[config.mk]
export PLATFORM = sky130hd
export DESIGN_NAME = dmem_wb_bridge_flat
export DESIGN_NICKNAME = d
export VERILOG_FILES = /design/src/rtl/dmem_wb_bridge_pkg.sv /design/src/rtl/dmem_wb_bridge_if.sv /design/src/rtl/dmem_wb_bridge_bus_timeout_ctr.sv /design/src/rtl/dmem_wb_bridge.sv /design/src/flat_wrapper.sv
export SDC_FILE = /design/constraint.sdc
export NUM_CORES = 1
export LEC_CHECK = 0
export CAP_MARGIN = 10
export CORE_MARGIN = 2
export CORE_UTILIZATION = 40
export CTS_BUF_LIST = sky130_fd_sc_hd__clkbuf_16
export CTS_CLUSTER_DIAMETER = 50
export DETAILED_ROUTE_END_ITERATION = 10
export PLACE_DENSITY = 0.77
export SYNTH_ARGS = -nofsm -noshare
export SYNTH_HDL_FRONTEND = slang
export SYNTH_SLANG_ARGS = --single-unit
[constraint.sdc]
create_clock -name i_clk -period 3.8 [get_ports i_clk]
set_clock_uncertainty 0.15 [all_clocks]
set_input_delay 0.57 -clock i_clk [delete_from_list [all_inputs] [get_ports i_clk]]
set_output_delay 0.57 -clock i_clk [all_outputs]
set_load 0.02 [all_outputs]
[src/rtl/dmem_wb_bridge_pkg.sv]
// Shared configuration and FSM encoding for the data-memory to Wishbone bridge.
package dmem_wb_bridge_pkg;

    localparam int unsigned DefaultRw        = 16;
    localparam int unsigned DefaultAddrBytes = 2;

    typedef enum logic [1:0] {
        StIdle = 2'd0,
        StBus  = 2'd1,
        StResp = 2'd2
    } bridge_state_e;

endpackage

[src/rtl/dmem_wb_bridge_if.sv]
// Core memory port plus Wishbone master bus, grouped; master is the bridge's view.
interface dmem_wb_bridge_if
    import dmem_wb_bridge_pkg::*;
#(
    parameter int unsigned RW    = DefaultRw,
    parameter int unsigned SEL_W = DefaultAddrBytes
);

    logic             i_mem_req;
    logic             i_mem_we;
    logic [RW-1:0]    i_mem_addr;
    logic [RW-1:0]    i_mem_data;
    logic [SEL_W-1:0] i_mem_sel;
    logic             i_data_page;
    logic [RW-1:0]    o_mem_data;
    logic             o_mem_ack;
    logic             o_mem_exception;

    logic             wb_cyc;
    logic             wb_stb;
    logic             wb_we;
    logic [RW:0]      wb_adr;
    logic [RW-1:0]    wb_o_dat;
    logic [SEL_W-1:0] wb_sel;
    logic [RW-1:0]    wb_i_dat;
    logic             wb_ack;
    logic             wb_err;

    modport master (
        input  i_mem_req, i_mem_we, i_mem_addr, i_mem_data, i_mem_sel, i_data_page,
        output o_mem_data, o_mem_ack, o_mem_exception,
        output wb_cyc, wb_stb, wb_we, wb_adr, wb_o_dat, wb_sel,
        input  wb_i_dat, wb_ack, wb_err
    );

    modport slave (
        output i_mem_req, i_mem_we, i_mem_addr, i_mem_data, i_mem_sel, i_data_page,
        input  o_mem_data, o_mem_ack, o_mem_exception,
        input  wb_cyc, wb_stb, wb_we, wb_adr, wb_o_dat, wb_sel,
        output wb_i_dat, wb_ack, wb_err
    );

endinterface

[src/rtl/dmem_wb_bridge_bus_timeout_ctr.sv]
// BUS-state cycle counter; o_hit flags the TimeoutCyc-th consecutive BUS cycle.
module bus_timeout_ctr #(
    parameter int unsigned TimeoutCyc = 255
) (
    input  logic i_clk,
    input  logic i_rst,
    input  logic i_clear,
    input  logic i_en,
    output logic o_hit
);

    logic [7:0] cnt_q, cnt_d;

    always_comb begin
        cnt_d = cnt_q;
        if (i_clear) begin
            cnt_d = '0;
        end else if (i_en) begin
            cnt_d = cnt_q + 8'd1;
        end
    end

    always_ff @(posedge i_clk or negedge i_rst) begin
        if (!i_rst) begin
            cnt_q <= '0;
        end else begin
            cnt_q <= cnt_d;
        end
    end

    // cnt_q is 0 in the first BUS cycle, so TimeoutCyc-1 marks the last allowed one.
    assign o_hit = i_en && (cnt_q == 8'(TimeoutCyc - 1));

endmodule

[src/rtl/dmem_wb_bridge.sv]
// Core req/ack to single-transfer Wishbone master bridge.
// Optional bus timeout enabled by defining DMEM_BRIDGE_TIMEOUT_EN.
module dmem_wb_bridge
    import dmem_wb_bridge_pkg::*;
#(
    parameter int unsigned RW          = DefaultRw,
    parameter int unsigned SEL_W       = DefaultAddrBytes,
    parameter int unsigned TIMEOUT_CYC = 255
) (
    input  logic             i_clk,
    input  logic             i_rst,
    dmem_wb_bridge_if.master bus_io
);

    bridge_state_e    state_q, state_d;
    logic             we_q, we_d;
    logic [RW:0]      adr_q, adr_d;
    logic [RW-1:0]    dat_q, dat_d;
    logic [SEL_W-1:0] sel_q, sel_d;
    logic [RW-1:0]    rdata_q, rdata_d;
    logic             exc_q, exc_d;
    logic             start;
    logic             timeout_hit;

    assign start = (state_q == StIdle) && bus_io.i_mem_req;

`ifdef DMEM_BRIDGE_TIMEOUT_EN
    bus_timeout_ctr #(
        .TimeoutCyc(TIMEOUT_CYC)
    ) u_timeout (
        .i_clk  (i_clk),
        .i_rst  (i_rst),
        .i_clear(start),
        .i_en   (state_q == StBus),
        .o_hit  (timeout_hit)
    );
`else
    logic unused_timeout_cfg;
    assign unused_timeout_cfg = ^TIMEOUT_CYC;
    assign timeout_hit = 1'b0;
`endif

    always_ff @(posedge i_clk or negedge i_rst) begin
        if (!i_rst) begin
            state_q <= StIdle;
        end else begin
            state_q <= state_d;
        end
    end

    always_comb begin
        state_d = state_q;
        unique case (state_q)
            StIdle:  if (bus_io.i_mem_req) state_d = StBus;
            StBus:   if (bus_io.wb_ack || bus_io.wb_err || timeout_hit) state_d = StResp;
            StResp:  state_d = StIdle;
            default: state_d = StIdle;
        endcase
    end

    always_comb begin
        we_d    = we_q;
        adr_d   = adr_q;
        dat_d   = dat_q;
        sel_d   = sel_q;
        rdata_d = rdata_q;
        exc_d   = exc_q;
        if (start) begin
            we_d  = bus_io.i_mem_we;
            adr_d = {bus_io.i_data_page, bus_io.i_mem_addr};
            dat_d = bus_io.i_mem_data;
            sel_d = bus_io.i_mem_sel;
        end
        // Error beats ack; a timeout only counts when the slave stayed silent.
        if (state_q == StBus) begin
            if (bus_io.wb_err || (timeout_hit && !bus_io.wb_ack)) begin
                rdata_d = '0;
                exc_d   = 1'b1;
            end else if (bus_io.wb_ack) begin
                rdata_d = we_q ? '0 : bus_io.wb_i_dat;
                exc_d   = 1'b0;
            end
        end
    end

    always_ff @(posedge i_clk or negedge i_rst) begin
        if (!i_rst) begin
            we_q    <= 1'b0;
            adr_q   <= '0;
            dat_q   <= '0;
            sel_q   <= '0;
            rdata_q <= '0;
            exc_q   <= 1'b0;
        end else begin
            we_q    <= we_d;
            adr_q   <= adr_d;
            dat_q   <= dat_d;
            sel_q   <= sel_d;
            rdata_q <= rdata_d;
            exc_q   <= exc_d;
        end
    end

    always_comb begin
        bus_io.wb_cyc          = (state_q == StBus);
        bus_io.wb_stb          = (state_q == StBus);
        bus_io.wb_we           = we_q;
        bus_io.wb_adr          = adr_q;
        bus_io.wb_o_dat        = dat_q;
        bus_io.wb_sel          = sel_q;
        bus_io.o_mem_ack       = (state_q == StResp);
        bus_io.o_mem_exception = (state_q == StResp) && exc_q;
        bus_io.o_mem_data      = (state_q == StResp) ? rdata_q : '0;
    end

endmodule

[src/flat_wrapper.sv]
// flat-port wrapper written by rule: the top's interface ports become plain ports
module dmem_wb_bridge_flat import dmem_wb_bridge_pkg::*;
#(
    parameter int unsigned RW          = DefaultRw,
    parameter int unsigned SEL_W       = DefaultAddrBytes,
    parameter int unsigned TIMEOUT_CYC = 255
)
  (i_clk, i_rst, bus_io_i_mem_req, bus_io_i_mem_we, bus_io_i_mem_addr, bus_io_i_mem_data, bus_io_i_mem_sel, bus_io_i_data_page, bus_io_o_mem_data, bus_io_o_mem_ack, bus_io_o_mem_exception, bus_io_wb_cyc, bus_io_wb_stb, bus_io_wb_we, bus_io_wb_adr, bus_io_wb_o_dat, bus_io_wb_sel, bus_io_wb_i_dat, bus_io_wb_ack, bus_io_wb_err);
  dmem_wb_bridge_if #(.RW(RW), .SEL_W(SEL_W)) bus_io_i ();
  input  logic i_clk;
  input  logic i_rst;
  input wire logic [$bits(bus_io_i.i_mem_req)-1:0] bus_io_i_mem_req;
  input wire logic [$bits(bus_io_i.i_mem_we)-1:0] bus_io_i_mem_we;
  input wire logic [$bits(bus_io_i.i_mem_addr)-1:0] bus_io_i_mem_addr;
  input wire logic [$bits(bus_io_i.i_mem_data)-1:0] bus_io_i_mem_data;
  input wire logic [$bits(bus_io_i.i_mem_sel)-1:0] bus_io_i_mem_sel;
  input wire logic [$bits(bus_io_i.i_data_page)-1:0] bus_io_i_data_page;
  output wire logic [$bits(bus_io_i.o_mem_data)-1:0] bus_io_o_mem_data;
  output wire logic [$bits(bus_io_i.o_mem_ack)-1:0] bus_io_o_mem_ack;
  output wire logic [$bits(bus_io_i.o_mem_exception)-1:0] bus_io_o_mem_exception;
  output wire logic [$bits(bus_io_i.wb_cyc)-1:0] bus_io_wb_cyc;
  output wire logic [$bits(bus_io_i.wb_stb)-1:0] bus_io_wb_stb;
  output wire logic [$bits(bus_io_i.wb_we)-1:0] bus_io_wb_we;
  output wire logic [$bits(bus_io_i.wb_adr)-1:0] bus_io_wb_adr;
  output wire logic [$bits(bus_io_i.wb_o_dat)-1:0] bus_io_wb_o_dat;
  output wire logic [$bits(bus_io_i.wb_sel)-1:0] bus_io_wb_sel;
  input wire logic [$bits(bus_io_i.wb_i_dat)-1:0] bus_io_wb_i_dat;
  input wire logic [$bits(bus_io_i.wb_ack)-1:0] bus_io_wb_ack;
  input wire logic [$bits(bus_io_i.wb_err)-1:0] bus_io_wb_err;
  assign bus_io_i.i_mem_req = bus_io_i_mem_req;
  assign bus_io_i.i_mem_we = bus_io_i_mem_we;
  assign bus_io_i.i_mem_addr = bus_io_i_mem_addr;
  assign bus_io_i.i_mem_data = bus_io_i_mem_data;
  assign bus_io_i.i_mem_sel = bus_io_i_mem_sel;
  assign bus_io_i.i_data_page = bus_io_i_data_page;
  assign bus_io_o_mem_data = bus_io_i.o_mem_data;
  assign bus_io_o_mem_ack = bus_io_i.o_mem_ack;
  assign bus_io_o_mem_exception = bus_io_i.o_mem_exception;
  assign bus_io_wb_cyc = bus_io_i.wb_cyc;
  assign bus_io_wb_stb = bus_io_i.wb_stb;
  assign bus_io_wb_we = bus_io_i.wb_we;
  assign bus_io_wb_adr = bus_io_i.wb_adr;
  assign bus_io_wb_o_dat = bus_io_i.wb_o_dat;
  assign bus_io_wb_sel = bus_io_i.wb_sel;
  assign bus_io_i.wb_i_dat = bus_io_wb_i_dat;
  assign bus_io_i.wb_ack = bus_io_wb_ack;
  assign bus_io_i.wb_err = bus_io_wb_err;
  dmem_wb_bridge #(.RW(RW), .SEL_W(SEL_W), .TIMEOUT_CYC(TIMEOUT_CYC)) u_core (.i_clk(i_clk), .i_rst(i_rst), .bus_io(bus_io_i));
endmodule
==> flow_summary.yaml <==
run_status:
  outcome: "finished clean"
cts:
  cts_resized: 0
  h-tree-depth: 2
  cts_max_path_buffers: 2
  cts.sinks: 55
  cts_hold_buf: 0
  insertion_delay_ns: 0.28
  post-cts-setup-buffers: 0
  cts_root_buffer: "clkbuf_16"
  cts_tree: "yes"
  clk_pin_slew_worst_paths_ns: 0.07
  cts_buffers: 5
synth:
  async_flop_share: 1.000
  syn_inst: 174
  ys_types: 18
  synth.avg_cell_area_um2: 13.48
  ys_seq_elements: 55
  synth_seq_area_share: 0.5867
  postSynthNetCount: 231
  yosys_warnings: 0
  ys.flop_type: "dfrtp_1"
  synth_edf_count: 0
  synth_area_um2: 2346
route:
  drcViolationCount: 0
  routed_via_density: 4.614
  wl_um: 5113
  drtPass1Iterations: 4
  ant_nets: 0
  wl_per_cell_um: 14.20
  num_vias: 1661
  drt_iter0_drc: 57
sta:
  fin_tns_setup_ns: 0
  rsz0062_at_grt: "no"
  maxSlewHeadroom: 0.3816
  drv_slew: 0
  worst_pin_slew_ns: 0.9257
  hold_violations: 0
  setup_viol: 0
  worst_slack_ns: 0.7856
  max_freq_ghz: 0.3317
  layout_min_cycle_time_ns: 3.014
  period_share: 0.7933
setup_path:
  crit_type: "reg -> out"
  crit_fanout: 18
  cp-end-kind: "output port"
  critPathRequiredTime_ns: 3.08
  worstPathArrival_ns: 2.29
  rrSetupSlack_ns: 1.93
  startpoint_type: "flip-flop"
floorplanning:
  ioPinCount: 113
  row_count: 27
  die-width_um: 80.59
  die_y_um: 80.59
  die-area_um2: 6494
  initial_core_util: 0.4209
  fp.coreArea_um2: 5574
job:
  max_cap_viol_count: 0
power:
  fin_total_pwr_uw: 2278
  power.leakage_uw: 0.001509
  ir_drop_mv: 0.3149
  cellPowerDensity_nw_per_um2: 631.0
global_routing:
  grt_pass1_vias: 1696
  grt_overflow_total: 0
  antenna_found_initial: 0
  grt_max_degree: 40
  grt_pass1_wl_um: 8197
  grt_usage: 0.1661
place:
  preCtsSetupSlack_ns: 1.037
  gp_congestion: 0.6835
  hpwl_um: 3849
  dp.cells: 352
  port_buffers: 112
min_path:
  hold_class: "in -> async"
final_layout:
  drive_gt1_frac: 0.1701
  area_growth_pct: 53.87
  diodes: 0
  fillers: 465
  fin_cells: 360
  final_common_cell: "clkdlybuf4s50_1"
  final_cell_mix: "clkdlybuf4s50_1, dfrtp_1, mux2_2"
  nets: 344
## logic make-up (layout without fill, tap and decap cells)
kind of cell    after synthesis  count (layout)  share of synthesized area
compound gates                2               2                   0.006935
buf+inv                      25             139                    0.07467
simple gates                 40              40                    0.09067
mux                          52              52                     0.2411
flops                        55              55                     0.5867
## state kept, by name (all words and copies together) (netlist names)
| signal | count |
|---|---|
| u_core.bus_io.wb_we | 1 |
| u_core.rdata_q | 16 |
| u_core.state_q | 2 |
| u_core.bus_io.wb_o_dat | 16 |
| u_core.exc_q | 1 |
| u_core.bus_io.wb_adr | 17 |
| u_core.bus_io.wb_sel | 2 |
## path summary, 6_finish.rpt
kind	to	startpoint	depth (start not counted)
worst max-delay path	bus_io_o_mem_data[11]	u_core.state_q[1]	3
worst min-delay path	u_core.bus_io.wb_adr[10]	i_rst	1
worst max register to register	u_core.rdata_q[6]	u_core.state_q[1]	3
worst min register to register	u_core.exc_q	u_core.exc_q	1
max in group asynchronous	u_core.bus_io.wb_o_dat[2]	i_rst	2
min in group i_clk	u_core.exc_q	u_core.exc_q	1
## metrics by stage
step	hold slack [ns]	area, µm²	util
after global placement	0.3392	3465	0.6215
after floorplan	0.1244	2346	-
after detailed placement	0.3297	3465	0.6215
after global routing	0.3148	3610	0.6476
after CTS	0.2780	3610	0.6476
final	0.2504	3610	0.6476
## cell type report
type | count | area, µm² | area share
Inverter | 16 | 60.06 | 0.01664
Sequential cell | 55 | 1376 | 0.3813
Tap cell | 72 | 90.09 | 0.02496
Clock buffer | 5 | 125.1 | 0.03466
Multi-Input combinational cell | 94 | 799.5 | 0.2215
Clock inverter | 3 | 20.02 | 0.005546
Timing Repair Buffer | 115 | 1139 | 0.3154
## critical path, stage by stage, from the launching register on
cell and delay (ns):
dfrtp_1 0.41, nor2b_1 0.76, and2_1 0.24, clkdlybuf4s50_1 0.60
## routing by layer
layer	routed length, µm	GRT usage
met1	2042	0.2044
met2	2695	0.2858
met3	342	0.04607
met4	34	0.04576
met5	0	0
## cell usage after synthesis, types with 2 or more instances
cell type	number	area (µm²)
nor2_1	2	7.510
buf_2	2	10.01
and2_1	17	106.4
dfrtp_1	55	1376
mux2_2	36	405.4
buf_6	2	22.52
inv_1	16	60.06
nand2_1	17	63.81
mux2i_1	16	160.2
buf_12	3	60.06
## power breakdown
group          switching (µW)  internal (µW)  total (µW)
Sequential                101            793         894
Combinational             436            509         945
Clock                     196            243         439
Total                     733           1550        2280
No activity file was read; power rests on OpenSTA's default activity.
